==> config.mk <==
export PLATFORM = sky130hd
export DESIGN_NAME = if_fetch_stage
export DESIGN_NICKNAME = d
export VERILOG_FILES = /design/src/rtl/if_fetch_stage.sv
export SDC_FILE = /design/constraint.sdc
export NUM_CORES = 1
export LEC_CHECK = 0
export CAP_MARGIN = 20
export CORE_MARGIN = 5
export CORE_UTILIZATION = 43
export DETAILED_ROUTE_END_ITERATION = 10
export PLACE_DENSITY = 0.91
export SLEW_MARGIN = 20
export SYNTH_ARGS = -nofsm -noshare
export SYNTH_HDL_FRONTEND = slang
export SYNTH_SLANG_ARGS = --single-unit
==> constraint.sdc <==
create_clock -name clk -period 3.1 [get_ports clk]
set_clock_uncertainty 0.15 [all_clocks]
set_input_delay 0.62 -clock clk [delete_from_list [all_inputs] [get_ports clk]]
set_output_delay 0.62 -clock clk [all_outputs]
set_load 0.03 [all_outputs]
==> src/rtl/if_fetch_stage.sv <==
// rtl/if_fetch_stage.sv - instruction fetch stage feeding the IF/ID register
//
// Ports:
//   clk, rst                 clock and asynchronous active-low reset
//   stall[5:0]               pipeline stall vector; only stall[0] (hold PC) is used here
//   flush, new_pc            exception redirect; highest priority
//   branch_flag_i,
//   branch_target_address_i  taken branch resolved in ID
//   inst_sram_*              synchronous instruction SRAM port (read-only use)
//   pc_o, inst_o, adel_o     PC / instruction / address-error pair for IF/ID

module if_fetch_stage #(
    parameter int                ADDR_W   = 32,
    parameter logic [ADDR_W-1:0] RESET_PC = 32'hBFC00000
) (
    input  logic              clk,
    input  logic              rst,
    input  logic [5:0]        stall,
    input  logic              flush,
    input  logic [ADDR_W-1:0] new_pc,
    input  logic              branch_flag_i,
    input  logic [ADDR_W-1:0] branch_target_address_i,
    output logic              inst_sram_en,
    output logic [3:0]        inst_sram_wen,
    output logic [ADDR_W-1:0] inst_sram_addr,
    output logic [31:0]       inst_sram_wdata,
    input  logic [31:0]       inst_sram_rdata,
    output logic [ADDR_W-1:0] pc_o,
    output logic [31:0]       inst_o,
    output logic              adel_o
);

    logic [ADDR_W-1:0] pc;
    logic              fetch_valid;
    logic              buf_valid;
    logic [31:0]       buf_inst;
    logic              adel;

    logic [ADDR_W-1:0] next_pc;
    logic              advance;
    logic              valid;

    // Only stall[0] concerns the fetch stage; the upper bits belong to later stages.
    logic stall_unused;
    assign stall_unused = ^stall[5:1];

    // A flush overrides a stall, so the PC moves whenever either is true.
    assign advance = flush | ~stall[0];

    always_comb begin
        next_pc = pc;
        if (flush) begin
            next_pc = new_pc;
        end else if (stall[0]) begin
            next_pc = pc;
        end else if (branch_flag_i) begin
            next_pc = branch_target_address_i;
        end else begin
            next_pc = pc + ADDR_W'(4);
        end
    end

    // Misaligned targets never reach the SRAM; the error travels with pc_o instead.
    assign inst_sram_en    = advance & (next_pc[1:0] == 2'b00) & rst;
    assign inst_sram_addr  = inst_sram_en ? next_pc : pc;
    assign inst_sram_wen   = 4'b0000;
    assign inst_sram_wdata = 32'h0;

    always_ff @(posedge clk or negedge rst) begin
        if (!rst) begin
            pc          <= RESET_PC - ADDR_W'(4);
            fetch_valid <= 1'b0;
            buf_valid   <= 1'b0;
            buf_inst    <= 32'h0;
            adel        <= 1'b0;
        end else if (advance) begin
            pc          <= next_pc;
            fetch_valid <= 1'b1;
            adel        <= (next_pc[1:0] != 2'b00);
            buf_valid   <= 1'b0;
        end else begin
            fetch_valid <= 1'b0;
            // The SRAM word is only on rdata for the first stalled cycle; catch it once.
            if (fetch_valid && !buf_valid) begin
                buf_inst  <= inst_sram_rdata;
                buf_valid <= 1'b1;
            end
        end
    end

    assign valid  = fetch_valid | buf_valid;
    assign pc_o   = valid ? pc : '0;
    assign inst_o = adel        ? 32'h0 :
                    buf_valid   ? buf_inst :
                    fetch_valid ? inst_sram_rdata : 32'h0;
    assign adel_o = valid & adel;

endmodule

; ---- After elaboration in Yosys (flattened, before gate mapping)
; Index checks and enable logic that the tools add are counted.
[classes]
reduce_logical = 6
n_mux = 11
add_sub_neg = 1
bitwise = 7
[ops]
columns = cell, n
row1 = $mux 32, 8
row2 = $add 32x3->32 const B, 1
row3 = $reduce_bool 2->1, 2
row4 = $and 1x1->1, 3
row5 = $mux 1, 3
row6 = $logic_not 2->1, 1
row7 = $not 1->1, 2
row8 = $or 1x1->1, 2
row9 = $reduce_and 2->1, 1
row10 = $logic_and 1x1->1, 1
row11 = $logic_not 1->1, 1
[totals]
regBits = 67
out_inout_bits = 134
elab_cells = 30
in_bits = 106

; ---- Depth between registers and ports, before layout
[depth]
depth_word = 8
ltp_mapped = 9

; ---- Worst setup path after synthesis
; No wires, ideal clock.
[synth_timing]
path_type = input port to output port
startpoint = input port flush
endpoint = output port inst_sram_addr[31]
setup_slack_ns = -0.375
t_arrival_ns = 2.705
required_ns = 2.330
cell_stages = 8
n_path_buf = 2
cell_sequence = clkbuf_1 -> or4b_1 -> o311ai_2 -> nand3_4 -> inv_2 -> buf_4 -> mux2i_1 -> a311oi_1
[synth_between]
elab_chain_len = 5
[synth_rtl]
columns = item, line
row1 = from (decl), 19  ; input logic flush,
row2 = $mux 32, 52  ; if (flush) begin
row3 = $logic_not 2->1, 64  ; assign inst_sram_en = advance & (next_pc[1:0] == 2'b00) & rst;
row4 = $and 1x1->1 (2 in series), 64
row5 = $mux 32 *, 65  ; assign inst_sram_addr = inst_sram_en ? next_pc : pc;
row6 = to (decl), 25  ; output logic [ADDR_W-1:0] inst_sram_addr,
; Every way passes the cells marked *; elsewhere a longest branch is shown, timed or not.

; ---- Worst setup path after layout
[layout_timing]
startpoint = register pc[7]
endpoint = output port inst_sram_addr[19]
[layout_between]
elab_chain_len = 5
[layout_rtl]
columns = item, line
row1 = from (decl), 33  ; logic [ADDR_W-1:0] pc;
row2 = from (signal assigned), 71  ; pc <= RESET_PC - ADDR_W'(4);
row3 = from (signal assigned), 77  ; pc <= next_pc;
row4 = $add 32x3->32, 59  ; next_pc = pc + ADDR_W'(4);
row5 = $mux 32, 56  ; end else if (branch_flag_i) begin
row6 = $mux 32, 54  ; end else if (stall[0]) begin
row7 = $mux 32, 52
row8 = $mux 32, 65
; Every way passes these cells.

==> out/results.md <==
| Metric | Reported |
|:---|:---|
| Xor-xnor portion of the synthesized cell area | 0.0177 |
| Post-detailed-placement cell area | 0.00807 sq mm |
| Setup slack after layout | -0.199 ns |
| Deepest clock path buffer count | 2 |
| Critical path type | reg -> out |
| CTS H-tree depth | 3 |
| Number of sinks handled by clock tree synthesis | 67 |
| Via count of the first global-routing pass | 6,144 |
| Wire length per cell after detailed routing | 20.4 microns |
| Total DRC errors in the routed layout | 0 |
| Synth async-reset ratio | 1.00 |
| Global-route total usage across every layer | 0.276 |
| Fraction of the mapped netlist area in simple logic gates | 0.234 |
| Critical path fanouts, max | 6 |
| Hold Slack | 0.0753 ns |
| Global route hottest layer | met2 |
| Setup-violating endpoint count in the final report | 19 |
| HPWL after detailed placement | 14,900 microns |
| Height of the chip | 123 microns |
| Post-detailed-routing wire length | 22,500 microns |
| Standard cell with the maximum stage delay on the critical path | sky130_fd_sc_hd__or4_4 |
| Compound-Gate Fraction of Synth Area | 0.224 |
| Pins Over Slew Limit | 0 |
| Number of port buffers | 198 |
| Type of element capturing the critical path | output port |
| Capturing point of the worst reg2reg path | pc[30]$_DFFE_PN0N_ |
| 1st-pass router iterations | 5 |
| Setup repair after global routing missed its margin | true |
| Global-route met3 utilization | 0.0687 |
| Critical path data required time | 2.33 ns |
| Final period util | 1.06 |
| Reported max-cap violation count | 0 |
| Series of cell instances along the critical path | nand4_4 -> or4_4 -> or3_1 -> a31o_1 -> a31oi_4 -> buf_6 |
| Core box area | 0.0125 sq mm |
| Static power due to leakage | 3.96 nW |
| Fraction of final layout cells with drive strength greater than 1 | 0.405 |
| CTS tree | yes |
| Met1 demand-to-capacity share in global routing | 0.338 |
| FF+latch count, synth | 67 |
| Warnings from Yosys | 0 |
| Number of cells on the worst reg-to-reg path | 8 |
| Multiplexer fraction of the synthesized cell area | 0.0954 |
| I/O Pins | 240 |
| Cell Rows | 41 |
| Violations in the final reports | negative setup slack |
| Count of distinct cell types in the synthesized netlist | 73 |
| Clock network latency to the later pin of the worst-skew pair | 0.33 ns |
| Total power after layout | 0.00387 W |
| Antenna violations before repair | 2 |
| Grt total ovfl | 0 |
| Max-Slew Margin vs Limit | 0.423 |
| Count of routing violations after the opening detailed-route iteration | 493 |
| Area added between synthesis and finish | 68.8% |
| Met2 demand-to-capacity share in global routing | 0.472 |
| Adder-cell share of the synthesized area | 0.00229 |
| Clock buffer count from CTS | 9 |
| Data arrival time of the critical path | 2.53 ns |
| Dominant combinational cell family by area after synthesis | simple AND/OR/NAND/NOR gates |
| Synth Cell Area | 0.00546 sq mm |
| Fraction of the core area covered by cells at the end of the flow | 0.736 |
| Post-synthesis area per instance | 8.34 sq um |
| Slew at the pin with the worst max-slew slack | 0.865 ns |
| Final Critical Period | 3.30 ns |
| Remaining antenna violation count | 0 |
| Cell family contributing the most delay on the critical path | simple AND/OR/NAND/NOR gates |
| Worst Path Buf+Inv | 1 |
| Stage delay of the slowest cell on the critical path | 0.62 ns |
| Reg-to-reg slack, setup | 0.66 ns |
| Hold buffers post-CTS | 0 |
| Number of flops mapped to enable cells by yosys | 0 |
| Clock slew at reported path FFs | 0.06 ns |
| Worst ir drop on vdd | 253 uV |
| Gate Count Post-Synth | 654 |
| Number of endpoints with negative hold slack in the final report | 0 |
| Total die area | 0.0150 sq mm |
| Die width | 123 microns |
| Power per cell area | 420 mW/mm^2 |
| Worst reg2reg startpoint | pc[7]$_DFFE_PN1N_ |
| Net count of the finished layout | 1,031 |
| Tightest Hold Check Type | in -> async |
| Via count | 6,440 |
| Largest net degree at the start of global routing | 67 |
| Part of the Yosys area used for sequential elements | 0.314 |
| Achievable clock frequency | 0.303 GHz |
| Final non-filler cell area | 0.00921 sq mm |
| Global placer's final weighted congestion | 0.911 |
| Primary FF master, synth | sky130_fd_sc_hd__dfrtp_1 |
| Detailed-route vias per instance | 5.84 |
| Root buf cell | sky130_fd_sc_hd__clkbuf_16 |
| Category of the worst setup path launch point | flop |
| Initial Utilization | 0.436 |
| First-pass GRT wire length | 32,900 microns |
| Result of the run | complete, but fails checks |
registers in the layout, summed over array words and instances (netlist names):
| signal | cells |
|---|---|
| adel | 1 |
| buf_inst | 32 |
| buf_valid | 1 |
| fetch_valid | 1 |
| pc | 32 |
cell type report:
class / instances / area, sq um
diodes: 2 / 5.00
clock buffers: 9 / 225
multi-input cells: 516 / 3830
fillers: 852 / 3310
flip-flops and latches: 67 / 1710
inverters: 11 / 48.8
repair buffers: 319 / 3100
well taps: 172 / 215
clock inverters: 7 / 76.3
placed cells by master, fill, tap and decap left out, types with 4 or more instances in the layout:
cell type                         count
sky130_fd_sc_hd__a21o_1               6
sky130_fd_sc_hd__a21oi_1             19
sky130_fd_sc_hd__a21oi_2              7
sky130_fd_sc_hd__a22oi_1             36
sky130_fd_sc_hd__and2_1               7
sky130_fd_sc_hd__buf_12              20
sky130_fd_sc_hd__buf_4              143
sky130_fd_sc_hd__buf_6               37
sky130_fd_sc_hd__clkbuf_16            9
sky130_fd_sc_hd__clkdlybuf4s50_1    110
sky130_fd_sc_hd__conb_1              36
sky130_fd_sc_hd__dfrtp_1             39
sky130_fd_sc_hd__dfstp_2             28
sky130_fd_sc_hd__inv_1               10
sky130_fd_sc_hd__mux2_2              31
sky130_fd_sc_hd__mux2_4               8
sky130_fd_sc_hd__mux2i_1              6
sky130_fd_sc_hd__nand2_1             60
sky130_fd_sc_hd__nand2b_1             8
sky130_fd_sc_hd__nand3_1             10
sky130_fd_sc_hd__nand3_2              5
sky130_fd_sc_hd__nand4_1             13
sky130_fd_sc_hd__nor2_1              62
sky130_fd_sc_hd__nor2_2               5
sky130_fd_sc_hd__nor2b_1             30
sky130_fd_sc_hd__nor4_4               5
sky130_fd_sc_hd__o211ai_1             8
sky130_fd_sc_hd__o21ai_0             22
sky130_fd_sc_hd__o21ai_1              5
sky130_fd_sc_hd__o221ai_1             5
sky130_fd_sc_hd__o221ai_2             4
sky130_fd_sc_hd__or3_1                6
sky130_fd_sc_hd__xnor2_1              5
sky130_fd_sc_hd__xor2_1               5
layer usage:
| metal | part of all wire | routed length (microns) | up-vias |
|---|---|---|---|
| met5 | 0 | 0 | - |
| met4 | 0.039 | 889 | 0 |
| met3 | 0.10 | 2300 | 94 |
| met2 | 0.49 | 11000 | 410 |
| met1 | 0.37 | 8360 | 3093 |
| li1 | - | - | 2843 |
worst max path at each step:
stage	slack (ns)	startpoint	to	cells past startpoint
after detailed placement	-0.70	stall[0]	inst_sram_addr[18]	7
after global placement	-0.69	branch_flag_i	inst_sram_addr[8]	7
after global routing	-0.30	pc[8]$_DFFE_PN1N_	inst_sram_addr[31]	8
final	-0.20	pc[7]$_DFFE_PN1N_	inst_sram_addr[19]	6
after CTS	-0.17	pc[2]$_DFFE_PN1N_	inst_sram_addr[17]	7
after floorplan	-0.19	flush	inst_sram_addr[5]	6
repair_timing:
action                     4_1_cts  5_1_grt
hold endpoints to repair         0        0
buffers inserted                21       12
setup endpoints to repair       33       27
pin swaps                       30       31
gates resized for setup        152       59
gates cloned                     2        1
through the flow:
step / setup TNS [ns] / std cells / worst slack [ns]
finish: -2.00 / 1103 / -0.199
global route: -3.86 / 1102 / -0.302
CTS: -1.96 / 1094 / -0.172
detailed placement: -15.47 / 1057 / -0.704
global placement: -15.06 / 1057 / -0.688
floorplan: -1.31 / 689 / -0.189
cell families after synthesis:
family / Yosys count
AND/OR/NAND/NOR: 247
adder cells (fa/ha/maj): 1
other: 1
flip-flops: 67
buffers and inverters: 107
multiplexers: 47
AO/OA/AOI/OAI: 173
XOR/XNOR: 11
worst register-to-register path, stage by stage, from the launching register on:
cell and delay (ns):
sky130_fd_sc_hd__dfstp_2 0.55, sky130_fd_sc_hd__nand4_4 0.15, sky130_fd_sc_hd__buf_6 0.17, sky130_fd_sc_hd__nor4_4 0.31
sky130_fd_sc_hd__buf_4 0.20, sky130_fd_sc_hd__nand4_1 0.15, sky130_fd_sc_hd__buf_4 0.19, sky130_fd_sc_hd__xnor2_1 0.12
sky130_fd_sc_hd__a221o_1 0.33
where the power goes:
part	internal (W)	switching [W]
logic	0.000780	0.000884
clock network	0.000628	0.000416
registers	0.00104	0.000120
synth_stat cells, types with 17 or more instances:
cell type                  count  share of area
sky130_fd_sc_hd__nor2_1       67          0.046
sky130_fd_sc_hd__nand2_1      65          0.045
sky130_fd_sc_hd__buf_4        40          0.055
sky130_fd_sc_hd__dfrtp_1      39           0.18
sky130_fd_sc_hd__mux2_2       39          0.080
sky130_fd_sc_hd__a22oi_1      36          0.050
sky130_fd_sc_hd__clkbuf_1     36          0.025
sky130_fd_sc_hd__nor2b_1      32          0.037
sky130_fd_sc_hd__o21ai_0      30          0.028
sky130_fd_sc_hd__a21oi_1      28          0.026
sky130_fd_sc_hd__dfstp_2      28           0.13
sky130_fd_sc_hd__nand3_1      17          0.016
Note: power is estimated with default switching activity, not from simulation.
